[src/rtl/led_pattern_pkg.sv]
// Shared types and helpers for the LED pattern engine.
package led_pattern_pkg;

  typedef enum logic [1:0] {
    ROT_UP   = 2'd0,
    ROT_DOWN = 2'd1,
    BOUNCE   = 2'd2,
    FILL     = 2'd3
  } mode_e;

  typedef enum logic {
    UP   = 1'b0,
    DOWN = 1'b1
  } dir_e;

  typedef enum logic {
    FILLING  = 1'b0,
    EMPTYING = 1'b1
  } phase_e;

  // Prescaler counter width; a divide-by-1 still needs one bit of storage.
  function automatic int unsigned cnt_width(input int unsigned div);
    return (div > 32'd1) ? $clog2(div) : 32'd1;
  endfunction

endpackage

[src/rtl/step_prescaler.sv]
// Free-running 0..DIV-1 counter that flags the step edge while enabled.
module step_prescaler
  import led_pattern_pkg::*;
#(
  parameter int unsigned DIV = 50_000_000
) (
  input  logic clk,
  input  logic rst,
  input  logic en,
  input  logic clr,
  output logic tick
);

  localparam int unsigned CW = cnt_width(DIV);
  localparam logic [CW-1:0] LAST = CW'(DIV - 32'd1);

  logic [CW-1:0] r_cnt;

  // Step edge: last count reached while running.
  assign tick = en && (r_cnt == LAST);

  // Count while enabled; wrap on the step edge, clear on pattern load.
  always_ff @(posedge clk or negedge rst) begin
    if (!rst) begin
      r_cnt <= '0;
    end else if (clr || tick) begin
      r_cnt <= '0;
    end else if (en) begin
      r_cnt <= r_cnt + CW'(1);
    end
  end

endmodule

[src/rtl/led_pattern_engine.sv]
// Parametrised LED pattern generator: rotate, bounce and fill motions.
module led_pattern_engine
  import led_pattern_pkg::*;
#(
  parameter int unsigned      WIDTH = 4,
  parameter int unsigned      DIV   = 50_000_000,
  parameter logic [WIDTH-1:0] INIT  = WIDTH'(1)
) (
  input  logic             clk,
  input  logic             rst,
  input  logic             en,
  input  logic [1:0]       mode,
  input  logic             load,
  input  logic [WIDTH-1:0] load_val,
  output logic [WIDTH-1:0] leds,
  output logic             step
);

  logic [WIDTH-1:0] r_leds;
  dir_e             r_dir;
  phase_e           r_phase;
  logic             r_step;

  logic [WIDTH-1:0] w_leds_nxt;
  logic [WIDTH-1:0] w_fill_pat;
  dir_e             w_dir_nxt;
  phase_e           w_phase_nxt;
  logic             w_step_nxt;
  logic             w_tick;
  mode_e            w_mode;

  assign w_mode = mode_e'(mode);

  step_prescaler #(
    .DIV (DIV)
  ) u_prescaler (
    .clk  (clk),
    .rst  (rst),
    .en   (en),
    .clr  (load),
    .tick (w_tick)
  );

  // Next pattern/direction/phase: load beats step, step beats hold.
  always_comb begin
    w_leds_nxt  = r_leds;
    w_dir_nxt   = r_dir;
    w_phase_nxt = r_phase;
    w_step_nxt  = 1'b0;
    w_fill_pat  = {r_leds[WIDTH-2:0], (r_phase == FILLING)};

    if (load) begin
      w_leds_nxt  = load_val;
      w_dir_nxt   = UP;
      w_phase_nxt = FILLING;
    end else if (w_tick) begin
      w_step_nxt  = 1'b1;
      w_dir_nxt   = UP;
      w_phase_nxt = FILLING;
      unique case (w_mode)
        ROT_UP:   w_leds_nxt = {r_leds[WIDTH-2:0], r_leds[WIDTH-1]};
        ROT_DOWN: w_leds_nxt = {r_leds[0], r_leds[WIDTH-1:1]};
        BOUNCE: begin
          w_dir_nxt = r_dir;
          if (r_leds == '0) begin
            // An empty pattern would never move again; reseed it.
            w_leds_nxt = INIT;
          end else if ((r_dir == UP) && r_leds[WIDTH-1]) begin
            w_dir_nxt  = DOWN;
            w_leds_nxt = r_leds >> 1;
          end else if ((r_dir == DOWN) && r_leds[0]) begin
            w_dir_nxt  = UP;
            w_leds_nxt = r_leds << 1;
          end else if (r_dir == UP) begin
            w_leds_nxt = r_leds << 1;
          end else begin
            w_leds_nxt = r_leds >> 1;
          end
        end
        FILL: begin
          w_leds_nxt  = w_fill_pat;
          w_phase_nxt = r_phase;
          if ((r_phase == FILLING) && (&w_fill_pat)) begin
            w_phase_nxt = EMPTYING;
          end else if ((r_phase == EMPTYING) && (w_fill_pat == '0)) begin
            w_phase_nxt = FILLING;
          end
        end
        default: w_leds_nxt = r_leds;
      endcase
    end
  end

  // Pattern, motion state and step strobe registers.
  always_ff @(posedge clk or negedge rst) begin
    if (!rst) begin
      r_leds  <= INIT;
      r_dir   <= UP;
      r_phase <= FILLING;
      r_step  <= 1'b0;
    end else begin
      r_leds  <= w_leds_nxt;
      r_dir   <= w_dir_nxt;
      r_phase <= w_phase_nxt;
      r_step  <= w_step_nxt;
    end
  end

  assign leds = r_leds;
  assign step = r_step;

endmodule

[config.mk]
export PLATFORM = sky130hd
export DESIGN_NAME = led_pattern_engine
export DESIGN_NICKNAME = d
export VERILOG_FILES = /design/src/rtl/led_pattern_pkg.sv /design/src/rtl/step_prescaler.sv /design/src/rtl/led_pattern_engine.sv
export SDC_FILE = /design/constraint.sdc
export NUM_CORES = 1
export LEC_CHECK = 0
export ABC_CLOCK_PERIOD_IN_PS = 3370
export BUFFER_PORTS_ARGS = -buffer_cell sky130_fd_sc_hd__buf_2
export CORE_MARGIN = 8
export CORE_UTILIZATION = 63
export CTS_CLUSTER_DIAMETER = 60
export DETAILED_ROUTE_END_ITERATION = 10
export PLACE_DENSITY = 0.83
export SLEW_MARGIN = 15
export SYNTH_ARGS = -nofsm -noshare
export SYNTH_HDL_FRONTEND = slang
export SYNTH_SLANG_ARGS = --single-unit
export TNS_END_PERCENT = 30
[constraint.sdc]
create_clock -name clk -period 3.37 [get_ports clk]
set_input_delay 0.5055 -clock clk [delete_from_list [all_inputs] [get_ports clk]]
set_output_delay 0.5055 -clock clk [all_outputs]
set_load 0.005 [all_outputs]
==> results.py, run 1 <==
metrics = {
    "status": {
        "outcome": "finished, final reports clean",
    },
    "pwr": {
        "p_sw_frac": 0.267,
        "seqPwrFrac": 0.601,
        "power_switching_mw": 0.185,
        "clkPwrFrac": 0.307,
        "cellPowerDensity_nw_per_um2": 347,
        "power_leakage_nw": 0.859,
        "peakVddDrop_uv": 234,
        "p_int_mw": 0.508,
        "combPwrFrac": 0.092,
    },
    "floorplan": {
        "boundaryPins": 15,
        "row_count": 20,
        "core_um2": 2950,
        "initial_core_util": 0.643,
        "die_x_um": 70.9,
        "dieArea_um2": 5030,
        "die_h_um": 70.9,
    },
    "synthesis": {
        "synth_nets": 216,
        "synth_area_um2": 1900,
        "synth_seq_area_share": 0.436,
        "syn_avg_cell_area_um2": 9.26,
        "synth_cells": 205,
        "ys_warn_count": 0,
        "async_flop_share": 1.00,
        "synth_edf_count": 0,
        "synthFlopType": "dfrtp_1",
        "synth_seq_cells": 33,
        "yosysUniqueCellTypes": 44,
    },
    "timing": {
        "drv_slew": 0,
        "max_slew_margin": 0.435,
        "whs_ns": 0.214,
        "period_share": 0.753,
        "setup_viol_count_final": 0,
        "rsz0062_at_grt": "false",
        "hold_violations": 0,
        "fin_skew_ns": 0.00657,
        "tns_ns": 0,
        "fmax_ghz": 0.394,
        "min_period_ns": 2.54,
        "worst_slew_pin_slew_ns": 0.848,
    },
    "worst_setup_path": {
        "required_ns": 3.56,
        "crit_fanout": 25,
        "end_kind": "register",
        "regToRegSetupSlack_ns": 0.83,
        "critical_path_class": "register to register",
        "startpoint_type": "register",
        "crit_arrival_ns": 2.73,
    },
    "route": {
        "ant_nets": 0,
        "drtIter0Drc": 145,
        "vias": 1540,
        "routed_via_density": 6.11,
        "firstDrtPassIters": 4,
        "wire_per_inst_um": 15.3,
        "wirelength_um": 3870,
        "drc_errors": 0,
    },
    "cts": {
        "postCtsSetupRepairBufs": 0,
        "insertion_delay_ns": 0.33,
        "cts_num_sinks": 33,
        "cts_tree": "yes",
        "ctsResizeCount": 0,
        "hold_buffers": 0,
        "path_clk_slew_ns": 0.10,
        "cts_buffer_depth": 2,
        "cts_buffers": 5,
        "h-tree-depth": 2,
        "root_buffer": "clkbuf_4",
    },
    "job": {
        "max-cap-violations": 0,
    },
    "grt": {
        "grt.total_usage": 0.157,
        "grt_pass1_wl_um": 6500,
        "grt_remaining_overflow": 0,
        "grt_max_degree": 34,
        "antenna_found_initial": 0,
        "grt_pass1_vias": 1464,
    },
    "min_path": {
        "hold_path_class": "primary input to asynchronous set/reset pin",
    },
    "placement": {
        "placed_area_um2": 1940,
        "numPortBuffers": 14,
        "gp_congestion": 0.924,
        "hpwl_um": 2750,
    },
    "layout": {
        "n_antenna_cell": 0,
        "area_growth_pct": 5.14,
        "final_common_cell": "nor2_1",
        "final_cell_mix": "nor2_1, dfrtp_1, nand2_1, xor2_1, buf_2",
        "final_nets": 229,
        "layout-drive-gt1-share": 0.132,
        "finish.instance_area_um2": 2000,
    },
}
-- worst max-delay path, cell delays in order (launching register included) --
cell and delay (ns):
dfrtp_1 0.45, or4_1 0.56, nor3_2 0.14, and4b_1 0.39, or2_1 0.71, nor2_1 0.13
-- synthesized netlist by cell type (4+ instances only) --
cell	instances	area, µm²
dfrtp_1	32	801
xnor2_1	9	78.8
xor2_1	14	123
a21oi_1	9	45.0
mux2i_1	6	60.1
o21ai_0	7	35.0
nor3_1	7	35.0
nor4_1	5	31.3
nor2_1	34	128
inv_1	5	18.8
nand3_1	6	30.0
nor2b_1	5	31.3
nand2_1	14	52.6
and3_1	4	25.0
nand4_1	11	68.8
-- final timing paths --
path                                                        start                                end  depth (start not counted)
worst max-delay path             u_prescaler.r_cnt[8]$_DFFE_PN0P_   u_prescaler.r_cnt[9]$_DFFE_PN0P_                          5
worst min-delay path                                          rst                leds[3]$_DFFE_PN0P_                          1
worst max register to register   u_prescaler.r_cnt[8]$_DFFE_PN0P_   u_prescaler.r_cnt[9]$_DFFE_PN0P_                          5
worst min register to register  u_prescaler.r_cnt[25]$_DFFE_PN0P_  u_prescaler.r_cnt[25]$_DFFE_PN0P_                          2
max in group asynchronous                                     rst   u_prescaler.r_cnt[0]$_DFFE_PN0P_                          1
min in group clk                                      load_val[3]                leds[3]$_DFFE_PN0P_                          3
-- power by group through the flow --
stage                     logic [mW]  clock network [mW]  registers (mW)
final                         0.0636               0.212           0.417
after global routing          0.0714               0.231           0.418
after CTS                     0.0642               0.217           0.416
after detailed placement      0.0638                   0           0.424
after global placement        0.0613                   0           0.423
after floorplan               0.0450                   0           0.420
-- layer usage --
layer / vias up / part of all wire / GRT usage
met5: - / 0 / 0
met4: 0 / 0.0080 / 0.0600
met3: 6 / 0.061 / 0.0494
met2: 52 / 0.49 / 0.258
met1: 732 / 0.44 / 0.186
li1: 750 / - / -
-- kinds of logic (layout without fill, tap and decap cells) --
family	after synthesis	after routing	synth area share
DFF	33	33	0.436
buffers and inverters	13	27	0.0461
muxes	7	7	0.0376
AOI/OAI and AO/OA	26	26	0.0837
and+or+nand+nor	102	102	0.284
xor gates and xnor gates	23	23	0.106
adders and majority gates	1	1	0.00659
-- registers in the layout, indices dropped and copies added, names as in the netlist --
signal and flops:
r_phase 1, u_prescaler.r_cnt 26, leds 4, step 1, r_dir 1
-- stage by stage --
| step | total power, mW | util | instances | setup WS, ns |
|---|---|---|---|---|
| finish | 0.693 | 0.676 | 252 | 0.832 |
| global route | 0.721 | 0.676 | 252 | 0.663 |
| CTS | 0.697 | 0.676 | 252 | 0.843 |
| floorplan | 0.465 | - | 205 | 1.49 |
| detailed placement | 0.488 | 0.657 | 244 | 0.813 |
| global placement | 0.484 | 0.657 | 244 | 0.931 |
-- cell type report --
cell class / count / area, µm²
clock buffers: 5 / 37.5
clock inverters: 3 / 17.5
fillers: 247 / 957
inverters: 5 / 18.8
multi-input cells: 159 / 983
flip-flops and latches: 33 / 827
well taps: 33 / 41.3
repair buffers: 14 / 70.1
Power figures use the tool's default switching activity.
==> run 2: changes to the inputs <==
ABC_CLOCK_PERIOD_IN_PS = 2090   (was 3370)
CORE_UTILIZATION = 53   (was 63)
PLACE_DENSITY = 0.75   (was 0.83)
clock period = 2.09 ns   (was 3.37 ns; I/O delays follow)
==> run 2 against run 1 <==
Against the previous run: critical endpoint is now leds[0]$_DFFE_PN1P_; cell area grew 3.9%; flip-flop and latch count unchanged; largest cell class unchanged; die area up 14%; routed wire length is 3.5% higher; core utilization decreased by 6.4 points; setup slack worse by 0.65 ns; non-clock buffer count rose by 6.
==> results.py, run 2 (synthesis results as in run 1) <==
metrics = {
    "pwr": {
        "power_switching_mw": 0.290,
        "combPwrFrac": 0.094,
        "peakVddDrop_uv": 381,
        "total_power_mw": 1.15,
        "p_sw_frac": 0.251,
        "power_leakage_nw": 0.895,
        "seqPwrFrac": 0.583,
        "p_int_mw": 0.863,
        "cellPowerDensity_nw_per_um2": 556,
        "clkPwrFrac": 0.323,
    },
    "cts": {
        "root_buffer": "clkbuf_4",
        "path_clk_slew_ns": 0.11,
        "h-tree-depth": 2,
        "cts_tree": "yes",
        "cts_buffer_depth": 2,
        "postCtsSetupRepairBufs": 0,
        "hold_buffers": 0,
        "cts_num_sinks": 33,
        "cts_buffers": 5,
        "ctsResizeCount": 0,
        "insertion_delay_ns": 0.34,
    },
    "route": {
        "ant_nets": 0,
        "firstDrtPassIters": 4,
        "routed_via_density": 5.68,
        "wire_per_inst_um": 14.8,
        "vias": 1540,
        "drc_errors": 0,
        "wirelength_um": 4000,
        "drtIter0Drc": 62,
    },
    "floorplan": {
        "die_h_um": 75.8,
        "die_x_um": 75.8,
        "core_um2": 3390,
        "initial_core_util": 0.560,
        "dieArea_um2": 5750,
        "row_count": 21,
        "boundaryPins": 15,
    },
    "layout": {
        "multiInputGateArea_um2": 983,
        "layout-drive-gt1-share": 0.147,
        "area_growth_pct": 9.23,
        "final_nets": 235,
        "largest_register_ffs": 26,
        "final_common_cell": "nor2_1",
        "fill_cells": 309,
        "n_antenna_cell": 0,
        "seq_area_um2": 827,
        "top_register": "u_prescaler.r_cnt",
        "final_cell_mix": "nor2_1, dfrtp_1, nand2_1, xor2_1, buf_2",
        "finish.instance_area_um2": 2070,
    },
    "worst_setup_path": {
        "reg2reg_depth": 6,
        "timing.rr.start": "u_prescaler.r_cnt[10]$_DFFE_PN0P_",
        "crit_arrival_ns": 2.18,
        "r2r-end": "leds[0]$_DFFE_PN1P_",
        "regToRegSetupSlack_ns": 0.18,
        "crit_fanout": 6,
        "startpoint_type": "register",
        "required_ns": 2.36,
        "critical_path_class": "register to register",
        "end_kind": "register",
    },
    "grt": {
        "antenna_found_initial": 0,
        "grt_pass1_vias": 1484,
        "grt_max_degree": 34,
        "grt_pass1_wl_um": 6840,
        "grt_remaining_overflow": 0,
        "grt.total_usage": 0.156,
    },
    "placement": {
        "numPortBuffers": 14,
        "gp_congestion": 0.909,
        "hpwl_um": 2800,
        "placed_area_um2": 2010,
    },
    "timing": {
        "tns_ns": 0,
        "fmax_ghz": 0.525,
        "hold_violations": 0,
        "min_period_ns": 1.91,
        "drv_slew": 0,
        "max_slew_margin": 0.522,
        "worst_slew_pin_slew_ns": 0.718,
        "rsz0062_at_grt": "false",
        "fin_skew_ns": 0.0200,
        "setup_viol_count_final": 0,
        "period_share": 0.912,
    },
    "job": {
        "max-cap-violations": 0,
    },
    "min_path": {
        "hold_path_class": "primary input to asynchronous set/reset pin",
    },
    "status": {
        "outcome": "finished, final reports clean",
    },
}
-- run 2: changes by cell type in the layout (fill, tap and decap cells not counted) --
cell        before  now
buf_12           0    1
buf_4            0    5
clkbuf_1         0    2
clkbuf_8         0    1
clkinv_2         2    0
clkinvlp_4       1    0
-- run 2: per-stage QoR --
step,instances,worst slack (ns),util,hold WS (ns)
2_1_floorplan,205,0.213,-,0.0179
3_3_place_gp,263,0.271,0.594,0.406
3_5_place_dp,263,0.213,0.594,0.408
4_1_cts,271,0.172,0.612,0.0233
5_1_grt,271,0.0654,0.612,0.0743
6_report,271,0.184,0.612,0.0176
-- run 2: metal layers --
layer | vias up | GRT usage | wire, µm
met3 | 4 | 0.0421 | 181
met2 | 30 | 0.257 | 2010
met1 | 742 | 0.183 | 1780
met4 | 0 | 0.0768 | 31
met5 | - | 0 | 0
li1 | 764 | - | -
-- run 2: layout make-up --
| class | count | area share |
|---|---|---|
| clock buffers | 8 | 0.0284 |
| inverters | 5 | 0.00905 |
| multi-input cells | 159 | 0.474 |
| flip-flops and latches | 33 | 0.399 |
| well taps | 46 | 0.0278 |
| repair buffers | 20 | 0.0616 |
-- run 2: worst max path at each step --
stage / start / endpoint / depth (start not counted)
6_report: u_prescaler.r_cnt[10]$_DFFE_PN0P_ / leds[0]$_DFFE_PN1P_ / 6
5_1_grt: u_prescaler.r_cnt[10]$_DFFE_PN0P_ / leds[2]$_DFFE_PN0P_ / 6
3_5_place_dp: u_prescaler.r_cnt[8]$_DFFE_PN0P_ / leds[0]$_DFFE_PN1P_ / 6
4_1_cts: u_prescaler.r_cnt[10]$_DFFE_PN0P_ / leds[0]$_DFFE_PN1P_ / 6
3_3_place_gp: u_prescaler.r_cnt[0]$_DFFE_PN0P_ / leds[0]$_DFFE_PN1P_ / 7
2_1_floorplan: u_prescaler.r_cnt[8]$_DFFE_PN0P_ / u_prescaler.r_cnt[13]$_DFFE_PN0P_ / 8
-- run 2: critical path: stages, from the launching register on --
cell	delay (ns)
dfrtp_1	0.45
or4_1	0.53
nor3_2	0.14
and4b_1	0.22
buf_4	0.16
nor2b_1	0.05
o31a_1	0.28
-- run 2: power by group through the flow --
stage               combinational [mW]  clock [mW]  sequential (mW)
floorplan                       0.0726           0            0.677
global placement                 0.108           0            0.682
detailed placement               0.110           0            0.683
CTS                              0.110       0.387            0.671
global route                     0.123       0.414            0.674
finish                           0.109       0.373            0.672
==> run 3: changes to the inputs <==
ABC_CLOCK_PERIOD_IN_PS = 2300   (was 2090)
CORE_UTILIZATION = 63   (was 53)
PLACE_DENSITY = 0.83   (was 0.75)
clock period = 2.3 ns   (was 2.09 ns; I/O delays follow)
==> run 3 against run 2 <==
Against the previous run: sequential share of layout area rose by 1.2 points; highest routed layer unchanged; register-to-register slack better by 0.15 ns; die area decreased by 13%; clock power is 18% lower; critical path depth did not move; critical path type unchanged; cell area fell by 2.8%; clock skew decreased by 0.013 ns; non-clock buffer count decreased by 3; combinational power decreased by 11%.
==> results.py, run 3 (synthesis results as in run 1) <==
metrics = {
    "worst_setup_path": {
        "crit_fanout": 25,
        "crit_slowest_cell": "or4_1",
        "crit_arrival_ns": 2.17,
        "crit_buf_inv": 1,
        "reg2reg_depth": 6,
        "startpoint_type": "register",
        "cp_top_family": "simple AND/OR/NAND/NOR gates",
        "required_ns": 2.51,
        "r2r-end": "u_prescaler.r_cnt[2]$_DFFE_PN0P_",
        "cp_cell_sequence": "or4_1 -> nor3_2 -> and4b_1 -> or2_1 -> buf_4 -> nor2_1",
        "timing.rr.start": "u_prescaler.r_cnt[10]$_DFFE_PN0P_",
        "regToRegSetupSlack_ns": 0.34,
        "cp_slowest_stage_delay_ns": 0.56,
        "critical_path_class": "register to register",
        "end_kind": "register",
    },
    "timing": {
        "min_period_ns": 1.96,
        "period_share": 0.853,
        "fmax_ghz": 0.510,
        "setup_viol_count_final": 0,
        "drv_slew": 0,
        "rsz0062_at_grt": "false",
        "worst_slew_pin_slew_ns": 0.722,
        "max_slew_margin": 0.519,
        "hold_violations": 0,
        "tns_ns": 0,
        "whs_ns": 0.0556,
        "fin_skew_ns": 0.00724,
    },
    "placement": {
        "numPortBuffers": 14,
        "dp.cells": 247,
        "placed_area_um2": 1960,
        "gp_congestion": 0.837,
        "hpwl_um": 2810,
    },
    "grt": {
        "grt_pass1_vias": 1543,
        "grt_remaining_overflow": 0,
        "grt.total_usage": 0.168,
        "grt_pass1_wl_um": 6890,
        "grt_max_degree": 34,
        "antenna_found_initial": 0,
    },
    "cts": {
        "root_buffer": "clkbuf_4",
        "hold_buffers": 0,
        "insertion_delay_ns": 0.33,
        "path_clk_slew_ns": 0.10,
        "cts_buffer_depth": 2,
        "cts_tree": "yes",
        "postCtsSetupRepairBufs": 0,
        "cts_buffers": 5,
        "ctsResizeCount": 0,
        "h-tree-depth": 2,
        "cts_num_sinks": 33,
    },
    "route": {
        "drtIter0Drc": 72,
        "ant_nets": 0,
        "drc_errors": 0,
        "vias": 1545,
        "routed_via_density": 6.06,
        "wire_per_inst_um": 15.3,
        "firstDrtPassIters": 4,
        "wirelength_um": 3890,
    },
    "layout": {
        "area_growth_pct": 6.13,
        "final_cells": 255,
        "top_register": "u_prescaler.r_cnt",
        "final_cell_mix": "nor2_1, dfrtp_1, nand2_1, xor2_1, buf_2",
        "n_antenna_cell": 0,
        "final_nets": 232,
        "fill_cells": 236,
        "finish.instance_area_um2": 2010,
        "largest_register_ffs": 26,
        "layout-drive-gt1-share": 0.140,
        "final_common_cell": "nor2_1",
    },
    "pwr": {
        "cellPowerDensity_nw_per_um2": 503,
        "total_power_mw": 1.01,
        "peakVddDrop_uv": 432,
        "power_switching_mw": 0.265,
        "p_sw_frac": 0.261,
        "power_leakage_nw": 0.875,
        "clkPwrFrac": 0.302,
        "p_int_mw": 0.748,
        "combPwrFrac": 0.096,
        "seqPwrFrac": 0.602,
    },
    "floorplan": {
        "die_h_um": 70.9,
        "dieArea_um2": 5030,
        "row_count": 20,
        "boundaryPins": 15,
        "initial_core_util": 0.643,
        "die_x_um": 70.9,
        "core_um2": 2950,
    },
    "min_path": {
        "hold_path_class": "primary input to asynchronous set/reset pin",
    },
    "job": {
        "max-cap-violations": 0,
    },
    "status": {
        "outcome": "finished, final reports clean",
    },
}
==> run 3: changes by cell type in the layout (fill, tap and decap cells not counted), sizes merged <==
cell    change
buf         -3
clkbuf      -2
clkinv      +2
==> run 3: worst max-delay path by stage <==
stage	startpoint	end	slack, ns	depth (start not counted)
6_report	u_prescaler.r_cnt[10]$_DFFE_PN0P_	u_prescaler.r_cnt[2]$_DFFE_PN0P_	0.34	6
5_1_grt	u_prescaler.r_cnt[1]$_DFFE_PN0P_	leds[2]$_DFFE_PN0P_	0.21	7
4_1_cts	u_prescaler.r_cnt[8]$_DFFE_PN0P_	u_prescaler.r_cnt[2]$_DFFE_PN0P_	0.36	6
3_5_place_dp	u_prescaler.r_cnt[8]$_DFFE_PN0P_	u_prescaler.r_cnt[2]$_DFFE_PN0P_	0.37	6
3_3_place_gp	u_prescaler.r_cnt[0]$_DFFE_PN0P_	u_prescaler.r_cnt[17]$_DFFE_PN0P_	0.48	7
2_1_floorplan	u_prescaler.r_cnt[8]$_DFFE_PN0P_	u_prescaler.r_cnt[13]$_DFFE_PN0P_	0.42	8
==> run 3: power groups by stage <==
stage,Sequential [mW],Clock [mW],Combinational [mW]
3_3_place_gp,0.619,0,0.0913
4_1_cts,0.609,0.316,0.0981
3_5_place_dp,0.620,0,0.0979
6_report,0.609,0.306,0.0975
5_1_grt,0.612,0.333,0.109
2_1_floorplan,0.615,0,0.0659
==> run 3: final cells by class <==
type	instances	area [µm²]	share of cell area
inverter	5	18.8	0.00932
multi-input combinational	159	983	0.488
timing repair buffer	17	92.6	0.0460
sequential	33	827	0.411
clock inverter	2	10.0	0.00497
clock buffer	6	41.3	0.0205
tap	33	41.3	0.0205
==> run 3: layer usage <==
layer | global-route usage | vias up | part of all wire | routed length, µm
met5 | 0 | - | 0 | 0
met4 | 0.0624 | 0 | 0.017 | 68
met3 | 0.0508 | 8 | 0.061 | 236
met2 | 0.295 | 50 | 0.51 | 1970
met1 | 0.187 | 734 | 0.41 | 1610
li1 | - | 753 | - | -
==> run 3: worst reg2reg max path, stage by stage, from the launching register on <==
cell     delay (ns)
dfrtp_1        0.44
or4_1          0.56
nor3_2         0.15
and4b_1        0.22
or2_1          0.10
buf_4          0.26
nor2_1         0.10
==> run 3: stage by stage <==
step / worst slack (ns) / utilization
floorplan: 0.423 / -
global placement: 0.476 / 0.665
detailed placement: 0.374 / 0.665
CTS: 0.362 / 0.682
global route: 0.209 / 0.682
finish: 0.338 / 0.682
